File: config.mk
export PLATFORM = sky130hd
export DESIGN_NAME = ibex_rf_ctx_mover
export DESIGN_NICKNAME = d
export VERILOG_FILES = /design/src/rtl/ibex_rf_ctx_pkg.sv /design/src/rtl/ibex_rf_ctx_mover.sv
export SDC_FILE = /design/constraint.sdc
export NUM_CORES = 1
export LEC_CHECK = 0
export BUFFER_PORTS_ARGS = -buffer_cell sky130_fd_sc_hd__buf_2
export CORE_MARGIN = 2
export CORE_UTILIZATION = 40
export DETAILED_ROUTE_END_ITERATION = 8
export GPL_ROUTABILITY_DRIVEN = 0
export HOLD_SLACK_MARGIN = 0.12
export PLACE_DENSITY_LB_ADDON = 0.25
export REMOVE_ABC_BUFFERS = 1
export SYNTH_ARGS = -nofsm -noshare
export SYNTH_HDL_FRONTEND = slang
export SYNTH_SLANG_ARGS = --single-unit
File: constraint.sdc
create_clock -name clk_i -period 5 [get_ports clk_i]
set_input_delay 0.5 -clock clk_i [delete_from_list [all_inputs] [get_ports clk_i]]
set_output_delay 0.5 -clock clk_i [all_outputs]
set_load 0.03 [all_outputs]
File: src/rtl/ibex_rf_ctx_pkg.sv
`default_nettype none
// ============================================================================
// Module   : ibex_rf_ctx_pkg
// Brief    : Shared types for the register-file context mover and its port mux.
// Revision : 1.0
// ============================================================================

package ibex_rf_ctx_pkg;

   typedef enum logic [1:0] {
      IDLE    = 2'd0,
      SAVE    = 2'd1,
      RESTORE = 2'd2,
      WRFLUSH = 2'd3
   } rf_ctx_state_e;

endpackage

`default_nettype wire

File: src/rtl/ibex_rf_ctx_mover.sv
`default_nettype none
// ============================================================================
// Module   : ibex_rf_ctx_mover
// Brief    : Streams registers StartReg..NumRegs-1 out of (save) or into
//            (restore) the flip-flop register file over valid/ready.
// Revision : 1.0
// ============================================================================

module ibex_rf_ctx_mover
   import ibex_rf_ctx_pkg::*;
#(
   parameter int unsigned DataWidth = 32,
   parameter int unsigned NumRegs   = 32,
   parameter int unsigned StartReg  = 1,
   localparam int unsigned AddrWidth = $clog2(NumRegs)
) (
   input  logic                 clk_i,
   input  logic                 rst_i,
   input  logic                 save_req_i,
   input  logic                 restore_req_i,
   output logic                 busy_o,
   output logic                 done_o,
   output logic                 err_o,
   output logic [AddrWidth-1:0] rf_raddr_o,
   input  logic [DataWidth-1:0] rf_rdata_i,
   output logic [AddrWidth-1:0] rf_waddr_o,
   output logic [DataWidth-1:0] rf_wdata_o,
   output logic                 rf_we_o,
   input  logic                 rf_err_i,
   output logic [DataWidth-1:0] save_data_o,
   output logic                 save_valid_o,
   output logic                 save_last_o,
   input  logic                 save_ready_i,
   input  logic [DataWidth-1:0] restore_data_i,
   input  logic                 restore_valid_i,
   output logic                 restore_ready_o
);

   localparam logic [AddrWidth-1:0] c_first = AddrWidth'(StartReg);
   localparam logic [AddrWidth-1:0] c_last  = AddrWidth'(NumRegs - 1);

   rf_ctx_state_e        r_state, w_state_nxt;
   logic [AddrWidth-1:0] r_idx, w_idx_nxt;
   logic                 r_done, w_done_nxt;
   logic                 r_err, w_err_nxt;
   logic                 r_we, w_we_nxt;
   logic [AddrWidth-1:0] r_waddr, w_waddr_nxt;
   logic [DataWidth-1:0] r_wdata, w_wdata_nxt;
   logic                 w_is_last;

   assign w_is_last = (r_idx == c_last);

   always_comb begin
      w_state_nxt = r_state;
      w_idx_nxt   = r_idx;
      w_done_nxt  = 1'b0;
      w_err_nxt   = r_err;
      w_we_nxt    = 1'b0;
      w_waddr_nxt = r_waddr;
      w_wdata_nxt = r_wdata;

      case (r_state)
         IDLE: begin
            // Save has priority; a simultaneous restore request is dropped.
            if (save_req_i) begin
               w_state_nxt = SAVE;
               w_idx_nxt   = c_first;
               w_err_nxt   = 1'b0;
            end else if (restore_req_i) begin
               w_state_nxt = RESTORE;
               w_idx_nxt   = c_first;
               w_err_nxt   = 1'b0;
            end
         end

         SAVE: begin
            if (save_ready_i) begin
               if (w_is_last) begin
                  w_state_nxt = IDLE;
                  w_done_nxt  = 1'b1;
               end else begin
                  w_idx_nxt = r_idx + AddrWidth'(1);
               end
            end
         end

         RESTORE: begin
            if (restore_valid_i) begin
               w_we_nxt    = 1'b1;
               w_waddr_nxt = r_idx;
               w_wdata_nxt = restore_data_i;
               if (w_is_last) begin
                  w_state_nxt = WRFLUSH;
               end else begin
                  w_idx_nxt = r_idx + AddrWidth'(1);
               end
            end
            // An accept in the error cycle still lands; nothing follows it.
            if (rf_err_i) begin
               w_state_nxt = IDLE;
               w_err_nxt   = 1'b1;
            end
         end

         WRFLUSH: begin
            w_state_nxt = IDLE;
            if (rf_err_i) begin
               w_err_nxt = 1'b1;
            end else begin
               w_done_nxt = 1'b1;
            end
         end

         default: begin
            w_state_nxt = IDLE;
         end
      endcase
   end

   always_ff @(posedge clk_i) begin
      if (rst_i) begin
         r_state <= IDLE;
         r_idx   <= c_first;
         r_done  <= 1'b0;
         r_err   <= 1'b0;
         r_we    <= 1'b0;
         r_waddr <= '0;
         r_wdata <= '0;
      end else begin
         r_state <= w_state_nxt;
         r_idx   <= w_idx_nxt;
         r_done  <= w_done_nxt;
         r_err   <= w_err_nxt;
         r_we    <= w_we_nxt;
         r_waddr <= w_waddr_nxt;
         r_wdata <= w_wdata_nxt;
      end
   end

   assign busy_o          = (r_state != IDLE);
   assign done_o          = r_done;
   assign err_o           = r_err;
   assign rf_raddr_o      = (r_state == SAVE) ? r_idx : '0;
   assign rf_waddr_o      = r_waddr;
   assign rf_wdata_o      = r_wdata;
   assign rf_we_o         = r_we;
   assign save_data_o     = rf_rdata_i;
   assign save_valid_o    = (r_state == SAVE);
   assign save_last_o     = (r_state == SAVE) && w_is_last;
   assign restore_ready_o = (r_state == RESTORE);

endmodule

`default_nettype wire
# ---- Yosys cells after proc, flatten, opt, wreduce, memory -nomap -nowiden
# Index checks and enable logic that the tools add are counted.
dict set report op_classes {
  n_addsub 1
  eq_ne 11
  muxes 24
  bitwise_logic 1
  n_reduce_logical 11
}
# cell n
set ops {}
lappend ops {{$mux 5} 6}
lappend ops {{$pmux 5 s3} 1}
lappend ops {{$mux 2} 7}
lappend ops {{$pmux 2 s4} 1}
lappend ops {{$mux 1} 7}
lappend ops {{$ne 2x1->1 const B} 3}
lappend ops {{$ne 3x3->1 const B} 2}
lappend ops {{$add 5x1->5 const B} 1}
lappend ops {{$eq 5x5->1 const B} 1}
lappend ops {{$reduce_and 5->1} 1}
lappend ops {{$eq 2x2->1 const B} 2}
lappend ops {{$pmux 1 s2} 2}
lappend ops {{$reduce_and 4->1} 1}
lappend ops {{$reduce_bool 2->1} 2}
lappend ops {{$reduce_or 2->1} 2}
lappend ops {{$ne 3x2->1 const B} 1}
lappend ops {{$reduce_and 3->1} 1}
lappend ops {{$reduce_bool 3->1} 1}
lappend ops {{$eq 2x1->1 const B} 1}
lappend ops {{$logic_not 2->1} 1}
lappend ops {{$ne 2x2->1 const B} 1}
lappend ops {{$reduce_and 2->1} 1}
lappend ops {{$logic_and 1x1->1} 1}
lappend ops {{$not 1->1} 1}
dict set report totals {
  ff_bits 47
  in_bits 71
  output_inout_bits 81
  wordCells 55
}

# ---- Logic depth before layout (Yosys ltp)
dict set report logic_depth {
  ltp_word 5
  ltp_mapped 8
  depth_no_buf 7
}

# ---- Worst setup path after synthesis
# No wires, ideal clock.
dict set report synth_path {
  path_type {register to register}
  start {register r_idx[0]}
  end {register r_idx[0]}
  setup_ns 0.119
  t_arrival_ns 1.611
  t_required_ns 4.881
  path_slack_ns 3.270
  stages_incl_launch_ff 9
  n_path_buf 1
  period_less_slack_ns 1.730
  path_cell_list {dfxtp_1 -> ha_1 -> and3_1 -> ha_1 -> a21oi_1 -> and4_1 -> buf_6 -> and3_4 -> o21bai_1}
}
dict set report synth_via {
  elab_chain_len 4
  elab_cells_between_ends 6
  cone_classes {add/sub: 1; eq/ne: 1; mux: 4}
}
# item line
set synth_rtl {}
lappend synth_rtl {{from (decl)} ibex_rf_ctx_mover.sv:43} ;# logic [AddrWidth-1:0] r_idx, w_idx_nxt;
lappend synth_rtl {{from (signal assigned)} ibex_rf_ctx_mover.sv:123} ;# r_idx <= c_first;
lappend synth_rtl {{from (signal assigned)} ibex_rf_ctx_mover.sv:131} ;# r_idx <= w_idx_nxt;
lappend synth_rtl {{$add 5x1->5 or $eq 5x5->1 (tied branches)} {ibex_rf_ctx_mover.sv:82, ibex_rf_ctx_mover.sv:95, ibex_rf_ctx_mover.sv:51}}
lappend synth_rtl {{$mux 5 *} {ibex_rf_ctx_mover.sv:78, ibex_rf_ctx_mover.sv:92}}
lappend synth_rtl {{$mux 5, on equally long branches} {ibex_rf_ctx_mover.sv:88, ibex_rf_ctx_mover.sv:77}}
lappend synth_rtl {{$pmux 5 s3 *} ibex_rf_ctx_mover.sv:62} ;# case (r_state)
# Mark *: on every way between the ends. The rest lies on a longest branch, timed or not. The select of a mux whose other input is x is not followed.
# A chain may end at the register's enable or synchronous reset.

# ---- Final worst setup path
dict set report layout_path {
  start {register r_idx[0]}
  end {output save_last_o}
}
dict set report layout_via {
  elab_chain_len 2
}
# item line
set layout_rtl {}
lappend layout_rtl {{$eq 5x5->1} ibex_rf_ctx_mover.sv:51} ;# assign w_is_last = (r_idx == c_last);
lappend layout_rtl {{$logic_and 1x1->1} ibex_rf_ctx_mover.sv:149} ;# assign save_last_o = (r_state == SAVE) && w_is_last;
lappend layout_rtl {{to (decl)} ibex_rf_ctx_mover.sv:32} ;# output logic save_last_o,
# No other way between the ends.

==> impl_results.md <==
- Top post-synthesis cells by area: dfxtp_1 (44%), nand2_1 (14%), buf_4 (11%)
- Switching Fraction: 39.14%
- Met3 wire len: 795 µm
- Cell area after layout: 2451 µm²
- Clk_lat worst skew: 0.29 ns
- Startpoint class of the critical path: flip-flop
- Combinational share of power: 39.1%
- Worst setup endpoint: save_last_o
- Max_slew headroom: 42.38%
- TritonCTS Buffers: 5
- Num Clock Sinks: 47
- Final setup viols: 0
- Post-CTS Setup Bufs: 0
- Post-layout nets: 400
- DPL Wire Length: 4082 µm
- Switch Pwr: 0.0004256 W
- Int Pwr: 0.0006619 W
- Largest family of logic cells by synthesized area: simple AND/OR/NAND/NOR gates
- Via count: 1859
- Overflow after GRT: 0
- ANT cells: 0
- Met2 WL post-DR: 2353 µm
- Max Fclk: 470.3 MHz
- Outcome: finished, final reports clean
- 1st-pass router iterations: 6
- Row cnt: 26
- Clock Path Buffers: 2
- Clock Tree Root: clkbuf_8
- FF-to-FF setup slack: 3.12 ns
- Worst vdd ir: 0.1852 mV
- Share of post-route cells with drive strength above 1: 30.00%
- Crit path max fanout: 6
- Most area-hungry cell type in the Yosys netlist: dfxtp_1
- Initial DRC Count: 94
- Post-synth top area share: 43.90%
- Cells after synthesis: 271
- Die span in y: 77.20 µm
- Post-cts sizing count: 0
- Yosys warns: 0
- Final ANT Viol Nets: 0
- IO Port Bufs: 87
- H-tree depth reported by CTS: 2
- Post-Synth Simple-Gate Area: 23.53%
- Die ar.: 5960 µm²
- Post-synthesis area per instance: 7.909 µm²
- DR DRC count: 0
- Final Hold Fails: 0
- R2R Path End: r_idx[0]
- Critical path startpoint: r_idx[0]
- Critical Path AT: 1.63 ns
- Number of distinct library cells after synthesis: 24
- Synth Area in Compound Gates: 13.25%
- Vias per cell: 4.767
- DIE WIDTH: 77.20 µm
- Largest net degree at the start of global routing: 48
- Synth Area in XOR/XNOR: 0%
- Avg WL per Cell: 14.79 µm
- #FFs+latches synth: 47
- DRT Wirelength: 5768 µm
- M1 WL: 2588 µm
- Slew @ Worst Pin: 0.8643 ns
- Synth Area in Adders: 4.670%
- Type of the most critical hold path: in2reg
- CTS tree: yes
- Synth-to-layout area growth: 14.36%
- Post-CTS Hold Fix Bufs: 0
- Total Negative Setup Slacks: 0 ns
- Top Ports: 152
- Clk_skew: 0.004787 ns
- Antenna violations before repair: 0
- All-layer global routing usage: 19.26%
- Reg power frac: 41.8%
- Clk slew on worst S/H paths: 0.08 ns
- Initial Util: 41.70%
- Crit. End Element: primary output
- Slew Limit Fails: 0
- Required time of the critical path: 4.50 ns
- Max Cap Viol: 0
- Clock share of power: 19.1%
- Post-synthesis mux area share: 0%
- First-pass GRT wire length: 8845 µm
- Vias in the first global route: 1653
- Placed Area: 2379 µm²
- Leakage dissipation: 1.118 nW
- Max layer used: met4
- Minimum clock period: 2.126 ns
- FF-to-FF Start: r_idx[0]
- RSZ-0062 raised after global routing: false
- Register area share after synthesis: 43.90%
- Core box area: 5140 µm²
- Crit path kind: reg2out
- Cell area after synthesis: 2143 µm²
- Worst reg2reg path depth: 7
- Period utilization: 42.53%
- Power per cell area: 443.7 nW/µm²
==> metrics by stage <==
step                cells   power, W  utilization [%]  worst slack, ns  hold WS (ns)
detailed placement    384  0.0008916            46.28            3.133        0.4436
CTS                   390   0.001101            47.69            2.858        0.4258
global placement      384  0.0008869            46.28            3.168        0.4387
finish                390   0.001088            47.69            2.874        0.4402
floorplan             225  0.0007638                -            3.125        0.4528
global route          390   0.001165            47.69            2.749        0.4323
==> worst max-delay path: stages (launching register included) <==
cell and delay, ns:
dfxtp_1 0.36, ha_1 0.24, and3_1 0.21, ha_1 0.19, and2_1 0.16, buf_2 0.17
==> synthesized netlist by cell type <==
cell type and number:
nand3_1 4, nand2_1 81, and4_1 1, and3_1 1, buf_1 5, buf_4 32, or3b_4 1, o21bai_1 1
ha_1 8, clkbuf_1 6, nand2b_1 5, a311oi_1 3, o21ai_0 4, nand4_1 1, and2_1 10, buf_2 2
dfxtp_1 47, a21oi_1 46, nor2_1 4, and3_4 1, inv_1 3, nand4b_1 1, buf_6 1, nor2b_1 3
==> routing by layer <==
| metal | global-route usage, % | up-vias |
|---|---|---|
| met5 | 4.545 | - |
| met4 | 4.821 | 0 |
| met3 | 12.82 | 4 |
| met2 | 24.52 | 96 |
| met1 | 25.95 | 818 |
| li1 | - | 941 |
==> cell usage in the layout (no fill, tap or decap), drive strengths merged <==
cell type and n:
o21bai 1, and2 10, inv 3, nand3 4, nand4 1, nand2 81, a21oi 46, nor2b 3
nor2 4, and4 1, nand4b 1, clkbuf 6, a311oi 3, or3b 1, and3 2, buf 89
nand2b 5, ha 8, dfxtp 47, o21ai 4
==> sequential cells by signal (all words and copies together), names as in the netlist <==
signal	flops
rf_wdata_o	32
done_o	1
rf_waddr_o	5
r_state	2
r_idx	5
err_o	1
rf_we_o	1
==> layout make-up <==
| cell class | instances | area [µm²] |
|---|---|---|
| sequential | 47 | 940.9 |
| multi-input combinational | 175 | 888.4 |
| inverter | 3 | 11.26 |
| fill | 561 | 2689 |
| tap | 70 | 87.58 |
| clock buffer | 6 | 72.57 |
| timing repair buffer | 89 | 450.4 |
==> cell families after synthesis <==
group / Yosys count
DFF: 47
and+or+nand+nor: 113
adders and majority gates: 8
buffers and inverters: 49
AOI/OAI and AO/OA: 54
==> worst min path at each step <==
stage	startpoint	to	depth (start not counted)	slack, ns
after CTS	restore_data_i[28]	rf_wdata_o[28]	3	0.43
after detailed placement	rf_wdata_o[3]	rf_wdata_o[3]	2	0.44
after global routing	restore_data_i[21]	rf_wdata_o[21]	3	0.43
after global placement	rf_wdata_o[10]	rf_wdata_o[10]	2	0.44
after floorplan	r_idx[3]	rf_waddr_o[3]	2	0.45
final	restore_data_i[11]	rf_wdata_o[11]	3	0.44
==> power groups by stage <==
| stage | clock network [W] | logic, W | registers (W) |
|---|---|---|---|
| floorplan | 0 | 0.000235 | 0.000529 |
| global placement | 0 | 0.000425 | 0.000462 |
| detailed placement | 0 | 0.000428 | 0.000464 |
| CTS | 0.000217 | 0.000429 | 0.000455 |
| global route | 0.000232 | 0.000470 | 0.000463 |
| finish | 0.000208 | 0.000425 | 0.000455 |
Note: power is estimated with default switching activity, not from simulation.
